**config.mk**
```make
export PLATFORM = sky130hd
export DESIGN_NAME = move_score_sequencer
export DESIGN_NICKNAME = d
export VERILOG_FILES = /design/src/rtl/move_score_sequencer.sv
export SDC_FILE = /design/constraint.sdc
export NUM_CORES = 1
export LEC_CHECK = 0
export CAP_MARGIN = 20
export CORE_MARGIN = 4
export CORE_UTILIZATION = 61
export CTS_BUF_LIST = sky130_fd_sc_hd__clkbuf_4 sky130_fd_sc_hd__clkbuf_8
export CTS_CLUSTER_SIZE = 24
export DETAILED_ROUTE_END_ITERATION = 16
export PLACE_DENSITY = 0.88
export SYNTH_ARGS = -nofsm -noshare
export SYNTH_HDL_FRONTEND = slang
export SYNTH_SLANG_ARGS = --single-unit
```
**constraint.sdc**
```tcl
create_clock -name clk -period 4.5 [get_ports clk]
set_input_delay 0.9 -clock clk [delete_from_list [all_inputs] [get_ports clk]]
set_output_delay 0.9 -clock clk [all_outputs]
set_load 0.02 [all_outputs]
```
**src/rtl/move_score_sequencer.sv**
```systemverilog
// ---------------------------------------------------------------------------
// move_score_sequencer
//
// Purpose:
//   Sequences the pixel-match scorer through one song. After a lead-in of
//   LEAD_FRAMES video frames it walks NUM_MOVES dance moves, each lasting
//   FRAMES_PER_MOVE frames. While a move is being scored the scorer's count
//   enable follows the region-of-interest flag. At the end of every move,
//   counting and update are held high together for UPDATE_HOLD cycles so the
//   scorer can commit that move's points.
//
// Ports:
//   clk          in   system clock, single domain
//   reset        in   synchronous, active-high
//   start        in   1-cycle pulse, begins a song (IDLE or DONE only)
//   pause        in   level, freezes frame progress and counting
//   frame_start  in   1-cycle pulse at the start of each video frame
//   in_roi       in   current pixel lies inside the scored region
//   counting     out  scorer count enable (registered)
//   update       out  scorer commit request (registered)
//   move_idx     out  current move index, saturates at NUM_MOVES-1
//   busy         out  high in LEAD_IN, SCORE and COMMIT
//   done         out  song finished, held until the next start
// ---------------------------------------------------------------------------
module move_score_sequencer #(
  parameter int unsigned NUM_MOVES       = 16,
  parameter int unsigned FRAMES_PER_MOVE = 60,
  parameter int unsigned LEAD_FRAMES     = 30,
  parameter int unsigned UPDATE_HOLD     = 20,
  // Derived widths; not meant to be overridden.
  parameter int unsigned MW = (NUM_MOVES > 1) ? $clog2(NUM_MOVES) : 1
) (
  input  logic          clk,
  input  logic          reset,
  input  logic          start,
  input  logic          pause,
  input  logic          frame_start,
  input  logic          in_roi,
  output logic          counting,
  output logic          update,
  output logic [MW-1:0] move_idx,
  output logic          busy,
  output logic          done
);

  // One frame counter serves both lead-in and scoring windows, so it is
  // sized for the longer of the two.
  localparam int unsigned FRAME_MAX = (LEAD_FRAMES > FRAMES_PER_MOVE) ?
                                      LEAD_FRAMES : FRAMES_PER_MOVE;
  localparam int unsigned FW = $clog2(FRAME_MAX + 1);
  localparam int unsigned HW = $clog2(UPDATE_HOLD + 1);

  // Terminal values: the counter is compared against "last" so that the
  // pulse which would make it equal the parameter triggers the transition,
  // and the counter itself never exceeds its parameter.
  localparam logic [FW-1:0] LEAD_LAST  = FW'(LEAD_FRAMES - 1);
  localparam logic [FW-1:0] SCORE_LAST = FW'(FRAMES_PER_MOVE - 1);
  localparam logic [HW-1:0] HOLD_LAST  = HW'(UPDATE_HOLD - 1);
  localparam logic [MW-1:0] MOVE_LAST  = MW'(NUM_MOVES - 1);

  typedef enum logic [2:0] {
    S_IDLE,
    S_LEAD_IN,
    S_SCORE,
    S_COMMIT,
    S_DONE
  } state_t;

  state_t        r_state;
  logic [FW-1:0] r_frame_cnt;
  logic [HW-1:0] r_hold_cnt;
  logic [MW-1:0] r_move_idx;
  logic          r_counting;
  logic          r_update;
  logic          r_busy;
  logic          r_done;

  // A frame only advances the song when the sequence is not paused.
  logic w_frame_tick;
  assign w_frame_tick = frame_start & ~pause;

  // NOTE: every register, including the counters, is cleared by reset so the
  // block returns to a known IDLE from any state, even mid-COMMIT.
  always_ff @(posedge clk) begin
    if (reset) begin
      r_state     <= S_IDLE;
      r_frame_cnt <= '0;
      r_hold_cnt  <= '0;
      r_move_idx  <= '0;
      r_counting  <= 1'b0;
      r_update    <= 1'b0;
      r_busy      <= 1'b0;
      r_done      <= 1'b0;
    end else begin
      // NOTE: non-blocking assignments throughout, so every branch below
      // reads the pre-edge values of the state and counters.
      case (r_state)
        S_IDLE, S_DONE: begin
          r_counting <= 1'b0;
          r_update   <= 1'b0;
          // A frame_start coinciding with start is not counted: the frame
          // counter is cleared here regardless.
          if (start) begin
            r_state     <= S_LEAD_IN;
            r_frame_cnt <= '0;
            r_move_idx  <= '0;
            r_busy      <= 1'b1;
            r_done      <= 1'b0;
          end
        end

        S_LEAD_IN: begin
          r_counting <= 1'b0;
          r_update   <= 1'b0;
          if (w_frame_tick) begin
            if (r_frame_cnt == LEAD_LAST) begin
              r_state     <= S_SCORE;
              r_frame_cnt <= '0;
            end else begin
              r_frame_cnt <= r_frame_cnt + FW'(1);
            end
          end
        end

        S_SCORE: begin
          r_update   <= 1'b0;
          r_counting <= in_roi & ~pause;
          if (w_frame_tick) begin
            if (r_frame_cnt == SCORE_LAST) begin
              // Raise both strobes together with the state change so they
              // are high for the whole of COMMIT.
              r_state    <= S_COMMIT;
              r_hold_cnt <= '0;
              r_counting <= 1'b1;
              r_update   <= 1'b1;
            end else begin
              r_frame_cnt <= r_frame_cnt + FW'(1);
            end
          end
        end

        S_COMMIT: begin
          // pause and frame_start have no effect here; the hold length is
          // fixed so the scorer always reaches its commit state.
          if (r_hold_cnt == HOLD_LAST) begin
            r_counting <= 1'b0;
            r_update   <= 1'b0;
            if (r_move_idx == MOVE_LAST) begin
              r_state <= S_DONE;
              r_busy  <= 1'b0;
              r_done  <= 1'b1;
            end else begin
              r_state     <= S_SCORE;
              r_move_idx  <= r_move_idx + MW'(1);
              r_frame_cnt <= '0;
            end
          end else begin
            r_hold_cnt <= r_hold_cnt + HW'(1);
            r_counting <= 1'b1;
            r_update   <= 1'b1;
          end
        end

        default: begin
          r_state    <= S_IDLE;
          r_counting <= 1'b0;
          r_update   <= 1'b0;
          r_busy     <= 1'b0;
          r_done     <= 1'b0;
        end
      endcase
    end
  end

  assign counting = r_counting;
  assign update   = r_update;
  assign move_idx = r_move_idx;
  assign busy     = r_busy;
  assign done     = r_done;

endmodule

```
Word level (Yosys, flattened, before mapping):

Index checks and enable logic that the tools add are counted.

* register bits: 22
* bits of input ports: 6
* output and inout port bits: 8
* word-level logic and storage cells: 83

* add/subtract/negate cells: 3
* equality and inequality tests: 18
* mux-type cells: 39
* bitwise gates (word level): 4
* reductions and logical operators: 11

Operators by type and width (count)
* 6-bit two-way mux: 7
* 6-bit case mux with 4 select lines: 1
* 3-bit two-way mux: 7
* 2-bit inequality test (second input constant): 10
* 5-bit two-way mux: 3
* 4-bit two-way mux: 3
* 3-bit case mux with 4 select lines: 1
* 4-bit AND reduction: 3
* 1-bit two-way mux: 11
* 5-bit case mux with 2 select lines: 1
* 4-bit case mux with 2 select lines: 1
* 7-bit AND reduction: 1
* 6-bit by 1-bit adder with 6-bit output (second input constant): 1
* 3-bit by 2-bit equality test with 1-bit output (second input constant): 2
* 6-bit by 5-bit equality test with 1-bit output (second input constant): 1
* 6-bit equality test (second input constant): 1
* 1-bit case mux with 3 select lines: 2
* 6-bit AND reduction: 1
* 5-bit by 1-bit adder with 5-bit output (second input constant): 1
* 5-bit equality test (second input constant): 1
* 4-bit by 1-bit adder with 4-bit output (second input constant): 1
* 4-bit equality test (second input constant): 1
* 1-bit case mux with 2 select lines: 2
* 2-bit nonzero test: 2
* other kinds (7): 10

Depth between registers and ports, before layout:

* word-level depth: 5
* depth in mapped cells: 7

Least setup slack after synthesis:

OpenSTA, ideal clock, no wires.

* path kind: input to register
* from: in pause
* to: reg r_frame_cnt[3]
* setup time: 0.070 ns
* data arrival time: 1.976 ns
* required time: 4.430 ns
* slack: 2.454 ns
* stages: 6
* cell sequence: and2b_2 > o31ai_2 > nand4b_1 > buf_2 > or3_1 > a21oi_1

* cells in the longest elaborated chain, start to end: 4
* elaborated cells on any way between the ends: 5
* classes of those cells: eq/ne (2); bitwise (2); reduce/logical (1)

Ends and longest elaborated chain
* start, declared: RTL line 36 `input logic pause,`
* 1-bit inverter (*): RTL line 80 `assign w_frame_tick = frame_start & ~pause;`
* 1-bit bitwise AND (*): RTL line 80
* 2-bit inequality test (no line)
* 7-bit AND reduction (no line) (*)
* end signal, assigned: RTL line 120 `r_frame_cnt <= r_frame_cnt + FW'(1);`
* end signal, assigned: RTL line 137 `r_frame_cnt <= r_frame_cnt + FW'(1);`
* end, declared: RTL line 70 `logic [FW-1:0] r_frame_cnt;`

Mark *: on every way between the ends. The rest lies on a longest branch, timed or not.
A chain may end at the register's enable or synchronous reset.

Worst setup path after layout:

* from: in start
* to: reg r_frame_cnt[5]

* cells in the longest elaborated chain, start to end: 2

Ends and longest elaborated chain
* start, declared: RTL line 35 `input logic start,`
* 2-bit inequality test (no line)
* 7-bit AND reduction (no line)

Every way passes these cells.

==> results.yml <==
critical_path:
  startpoint_type: "input pin"
  cpPeakStageDelay_ns: 0.57
  critPathCaptureType: "register"
  worstPathRequired_ns: 4.74
  path_class: "input pin to register"
  cp_max_fo: 11
  critPathArrivalTime_ns: 2.78
  crit_chain: "clkdlybuf4s50_1 > or3_1 > o31ai_2 > nand4b_1 > or3_2 > a21oi_1"
  crit_path_top_delay_cell: "or3_2"
cts:
  cts_tree: "yes"
  cts_buffers: 3
  postCtsHoldBufs: 0
  cts.sinks: 22
  cts_root_buf: "clkbuf_4"
  insertion_delay_ns: 0.30
  cts_htree_levels: 1
  cts-resized-gates: 0
  post_cts_buffers: 0
  path_clk_slew_ns: 0.11
  clockBufferDepth: 2
pwr:
  clockPowerShare_pct: 16.6
  ir_worst_vdd_mv: 0.446
  switching_power_uw: 197
  p_sw_share_pct: 37.9
  combPwrFrac_pct: 34.1
  power_frac_seq_pct: 49.3
  power_leakage_uw: 0.000463
  power.internal_uw: 324
  pwr_density_cell_nw_per_um2: 400
cells_and_area:
  regArea_um2: 440
  area_delta_synth_final_pct: 12.2
  nNetsFinal: 159
  fillers: 154
  multiInputGateArea_um2: 667
  diodes: 0
  drive_gt1_share_pct: 8.84
  stdcell_count: 172
sta:
  rsz0062_at_grt: "false"
  holdWs_ns: 0.495
  period_needed_ns: 2.54
  fmax_mhz: 394
  worstMarginPinSlew_ns: 0.512
  fin_tns_setup_ns: 0
  fin_crit_sh_pct: 56.5
  slew_headroom_pct: 65.8
  slew_violations: 0
  hold_viol: 0
  setup_viol: 0
  finClkSkew_ns: 0.00381
global_routing:
  antenna_found_initial: 0
  globalRouteMet1Util_pct: 22.1
  grt_start_max_net_pins: 17
  overflow: 0
  grt-busiest-layer: "met2"
  grt_usage_pct: 18.3
  grt_pass1_vias: 874
  gr-usage-met2_pct: 31.4
  grt_pass1_wl_um: 3750
  met3_usage_pct: 3.44
floorplanning:
  start_util_pct: 65.8
  std_cell_rows: 15
  io-pin-count: 14
  dieArea_um2: 2670
  die-width_um: 51.6
  coreArea_um2: 1760
  die_y_um: 51.6
place:
  portBuffers: 13
  dpl.cell_count: 169
  place_hpwl_um: 1640
  gp_congestion: 0.782
routing:
  viasPerCell: 5.84
  first_iter_violations: 27
  vias: 1004
  firstDrtPassIters: 6
  route.detailed.drc: 0
  postRouteAntennaNets: 0
  drt-wirelength-per-cell_um: 12.6
  routed_wl_um: 2180
run_status:
  outcome: "finished clean"
synthesis:
  synthesis.area_um2: 1160
  ys_warn_count: 0
  synth_fp_nets: 146
  synth_seq_cells: 22
  synth.distinct_cells: 40
  ys.flop_type: "dfxtp_1"
  ys_async_sr_fraction_pct: 0
  yosysSeqAreaShare_pct: 37.9
  synth_cells: 136
  synth_area_per_cell_um2: 8.54
  synth_edf_count: 0
min_path:
  hold_class: "register to register"
job:
  cap_violations: 0
worst max-delay path: cells and delay by family:
kind	cells	cell delay, ns
buffers and inverters	1	0.50
AND/OR/NAND/NOR	3	1.14
AO/OA/AOI/OAI	2	0.24
area by class of cell:
class	instances	share of cell area, %
clock buffer	3	1.73
inverter	3	0.865
multi-input combinational	106	51.2
sequential	22	33.8
tap	25	2.40
timing repair buffer	13	9.99
through the flow:
step	cell area, um^2	worst slack, ns	utilization (%)	total power (uW)
CTS	1300	2.00	73.8	525
global route	1300	1.84	73.8	561
finish	1300	1.96	73.8	521
global placement	1280	1.77	72.6	431
floorplan	1160	2.45	-	419
detailed placement	1280	1.67	72.6	438
Yosys cell counts (2+ instances only):
cell type  number  area share [%]
a21oi_1        13             5.6
nand3_1         5             2.2
inv_1           3            0.97
or3_1           5             2.7
or2_2           2             1.1
xor2_1          4             3.0
nand3b_1        4             2.6
nand4b_1        2             1.5
nand2_1        13             4.2
buf_6           3             2.9
o21ai_0         9             3.9
mux2i_1         3             2.6
a21o_1          3             1.9
nor2_1         16             5.2
dfxtp_1        22              38
o211ai_1        2             1.3
ha_1            4             4.3
logic make-up after synthesis:
| family | after synthesis | synth area share (%) |
|---|---|---|
| xor gates and xnor gates | 5 | 3.77 |
| buffers and inverters | 8 | 4.63 |
| and+or+nand+nor | 61 | 29.1 |
| muxes | 3 | 2.59 |
| AOI/OAI and AO/OA | 33 | 17.7 |
| adders and majority gates | 4 | 4.31 |
| DFF | 22 | 37.9 |
registers in the layout, indices dropped and copies added (netlist names):
name and flops:
r_state 3, r_frame_cnt 6, done 1, update 1
r_hold_cnt 5, busy 1, counting 1, move_idx 4
path summary, 6_finish.rpt:
check	start	endpoint	slack [ns]	cells after the start
min	r_hold_cnt[1]$_SDFFE_PP0P_	r_hold_cnt[1]$_SDFFE_PP0P_	0.49	2
min reg2reg	r_hold_cnt[1]$_SDFFE_PP0P_	r_hold_cnt[1]$_SDFFE_PP0P_	0.49	2
max reg2reg	r_state[1]$_SDFFE_PP0P_	r_frame_cnt[5]$_SDFFE_PP0P_	2.32	5
max	start	r_frame_cnt[5]$_SDFFE_PP0P_	1.96	6
routing by layer:
metal | vias up | wire length, um
met2 | 23 | 1090
met3 | 4 | 90
met5 | - | 0
met4 | 0 | 28
li1 | 509 | -
met1 | 468 | 967
layout by cell type, fill, tap and decap left out, types with 2 or more instances in the layout:
cell              n
dfxtp_1          22
nor2_1           16
nand2_1          13
a21oi_1          13
clkdlybuf4s50_1  13
o21ai_0           9
nand3_1           5
or3_1             5
nand3b_1          4
xor2_1            4
ha_1              4
inv_1             3
mux2i_1           3
a21o_1            3
clkbuf_4          3
o211ai_1          2
or2_2             2
nand4b_1          2
power by group through the flow:
| stage | registers [uW] | logic (uW) | clock network (uW) |
|---|---|---|---|
| 3_5_place_dp | 260 | 177 | 0 |
| 6_report | 257 | 178 | 86.4 |
| 2_1_floorplan | 243 | 176 | 0 |
| 4_1_cts | 256 | 179 | 90.5 |
| 3_3_place_gp | 258 | 172 | 0 |
| 5_1_grt | 262 | 200 | 98.7 |
No activity file was read; power rests on OpenSTA's default activity.
==> edit (same flow settings) <==
Encoding of `state_t`: now Gray code (3 bits for 5 states).
--- a/src/rtl/move_score_sequencer.sv
+++ b/src/rtl/move_score_sequencer.sv
@@ -61,7 +61,7 @@
   typedef enum logic [2:0] {
-    S_IDLE,
-    S_LEAD_IN,
-    S_SCORE,
-    S_COMMIT,
-    S_DONE
+    S_IDLE    = 3'b000,
+    S_LEAD_IN = 3'b001,
+    S_SCORE   = 3'b011,
+    S_COMMIT  = 3'b010,
+    S_DONE    = 3'b110
   } state_t;
Behaviour: same outputs for any inputs over 10 cycles, from zero or initial values and one cycle with reset high; not proved beyond that.
==> edit against the unedited design <==
Synthesized cell count is 10% higher; die area is 7.4% higher; count of clock-buffer cells in the layout is 1 higher; critical endpoint is now r_frame_cnt[4]; setup slack better by 69 ps; synthesized area is 8.8% higher; wire length is 25% higher; fmax is 2.8% higher; final area is 9.4% higher; sequential cell count stayed put.
Power is not compared: it rests on default switching activity, and its combinational part moved more than twofold at a synthesized area within 25%.
==> edit: results (changes against the unedited design) <==
Global routing
  – Total track usage: 0.206 (+0.0229)
  – First-pass GRT wire length: 4.35 mm (+16%)
  – Number of global-route vias before repair: 1044 (+19%)
  – Grt met1 use: 0.233 (+0.0118)
  – Met3 GRT Util: 0.0507 (+0.0163)
  – Met2 Use GR: 0.371 (+0.0579)
  – Largest net degree at the start of global routing: 21 (+4)

Setup path
  – Critical path arrival: 2690 ps (-90 ps)
  – R2r startpoint: r_hold_cnt[0]
  – CP max-delay cell: clkdlybuf4s50_1
  – Worst Path Max Fanout: 12 (+1)

Cells and area
  – Max reg flops: 6 (unchanged)
  – Nets: 171 (+7.5%)
  – Share of cells above drive strength 1: 0.0750 (-0.0134)

Logic synthesis
  – Synth Instances: 150 (+10%)
  – Synth Area in XOR/XNOR: 0.0277 (-0.00999)
  – Most frequent cells after synthesis: dfxtp_1 (22), nor2_1 (16), a21oi_1 (15), nand2_1 (11), o21ai_0 (10)
  – Post-synth cell types: 42 (+5.0%)
  – Synth Area in Adders: 0.0396 (-0.00350)
  – Register area share after synthesis: 0.349 (-0.0308)
  – Mapped Nets: 160 (+9.6%)
  – Top cells by area, synth: dfxtp_1 (35%), a21oi_1 (5.9%), nor2_1 (4.8%)
  – Post-synthesis mux area share: 0 (-0.0259)
  – Compound-gate portion of the synthesized area: 0.229 (+0.0520)
  – Syn. warnings: 0 (unchanged)

Routing
  – Top sig layer: met4
  – 1st-pass router iterations: 4 (-2)
  – Post-Route WL: 2.73 mm (+25%)
  – Metal-1 WL: 1.16 mm (+20%)
  – Via density: 6.11 (+4.6%)
  – Vias: 1142 (+14%)
  – Initial drt markers: 33 (+22%)
  – Met2 wire len: 1.43 mm (+31%)
  – WL met3: 105 um (+17%)

Place
  – Setup slack at placement: 1750 ps (+74.4 ps)
  – Placed cells: 183 (+8.3%)
  – Instance area after placement: 1390 um^2 (+8.5%)
  – DP HPWL: 2.05 mm (+25%)
  – Count of buffers from port buffering: 13 (unchanged)
  – Placer congestion estimate: 0.842 (+7.7%)

Clock network
  – Clk Latency, worst-skew pair: between 300 and 400 ps
  – # H-tree levels: 1 (unchanged)
  – Post-CTS sizing: 0 (unchanged)
  – CTS Buf Count: 3 (unchanged)
  – # Post-CTS Setup Buffers: 0 (unchanged)
  – CTS max path bufs: 2 (unchanged)
  – Clock transition at the registers of the reported paths: 130 ps (+20 ps)

STA
  – Post-Route Skew: 13.2 ps (+9.37 ps)
  – Worst slew margin: 0.496 (-0.162)

Power
  – Leakage: around 0.45 nW
  – VDD IR max: ~0.33 mV

Worst hold path
  – Min-delay src: busy

Run status
  – Run status: completed
## edit: area by class of cell
| cell class | count | area [um^2] |
|---|---|---|
| clock buffers | 4 | 36.3 |
| fillers | 170 | 537 |
| inverters | 3 | 11.3 |
| multi-input cells | 118 | 773 |
| flip-flops and latches | 22 | 440 |
| well taps | 27 | 33.8 |
| repair buffers | 13 | 130 |
## edit: worst max-delay path, delay by kind of cell
family,cells,cell delay (ps)
AOI/OAI and AO/OA,4,680
buffers and inverters,1,580
and+or+nand+nor,1,530
## edit: power by group through the flow
stage               clock network, mW  logic [mW]  registers, mW
global placement                    0      0.0694          0.216
global route                    0.120      0.0797          0.213
floorplan                           0      0.0601          0.212
CTS                             0.110      0.0723          0.212
detailed placement                  0      0.0719          0.217
finish                          0.108      0.0731          0.212
## edit: worst paths after layout
check / endpoint / slack (ps) / cells past startpoint
hold / removal: busy / 480 / 2
setup / recovery: r_frame_cnt[4] / 2030 / 6
setup reg to reg: r_frame_cnt[4] / 2410 / 6
hold reg to reg: busy / 480 / 2
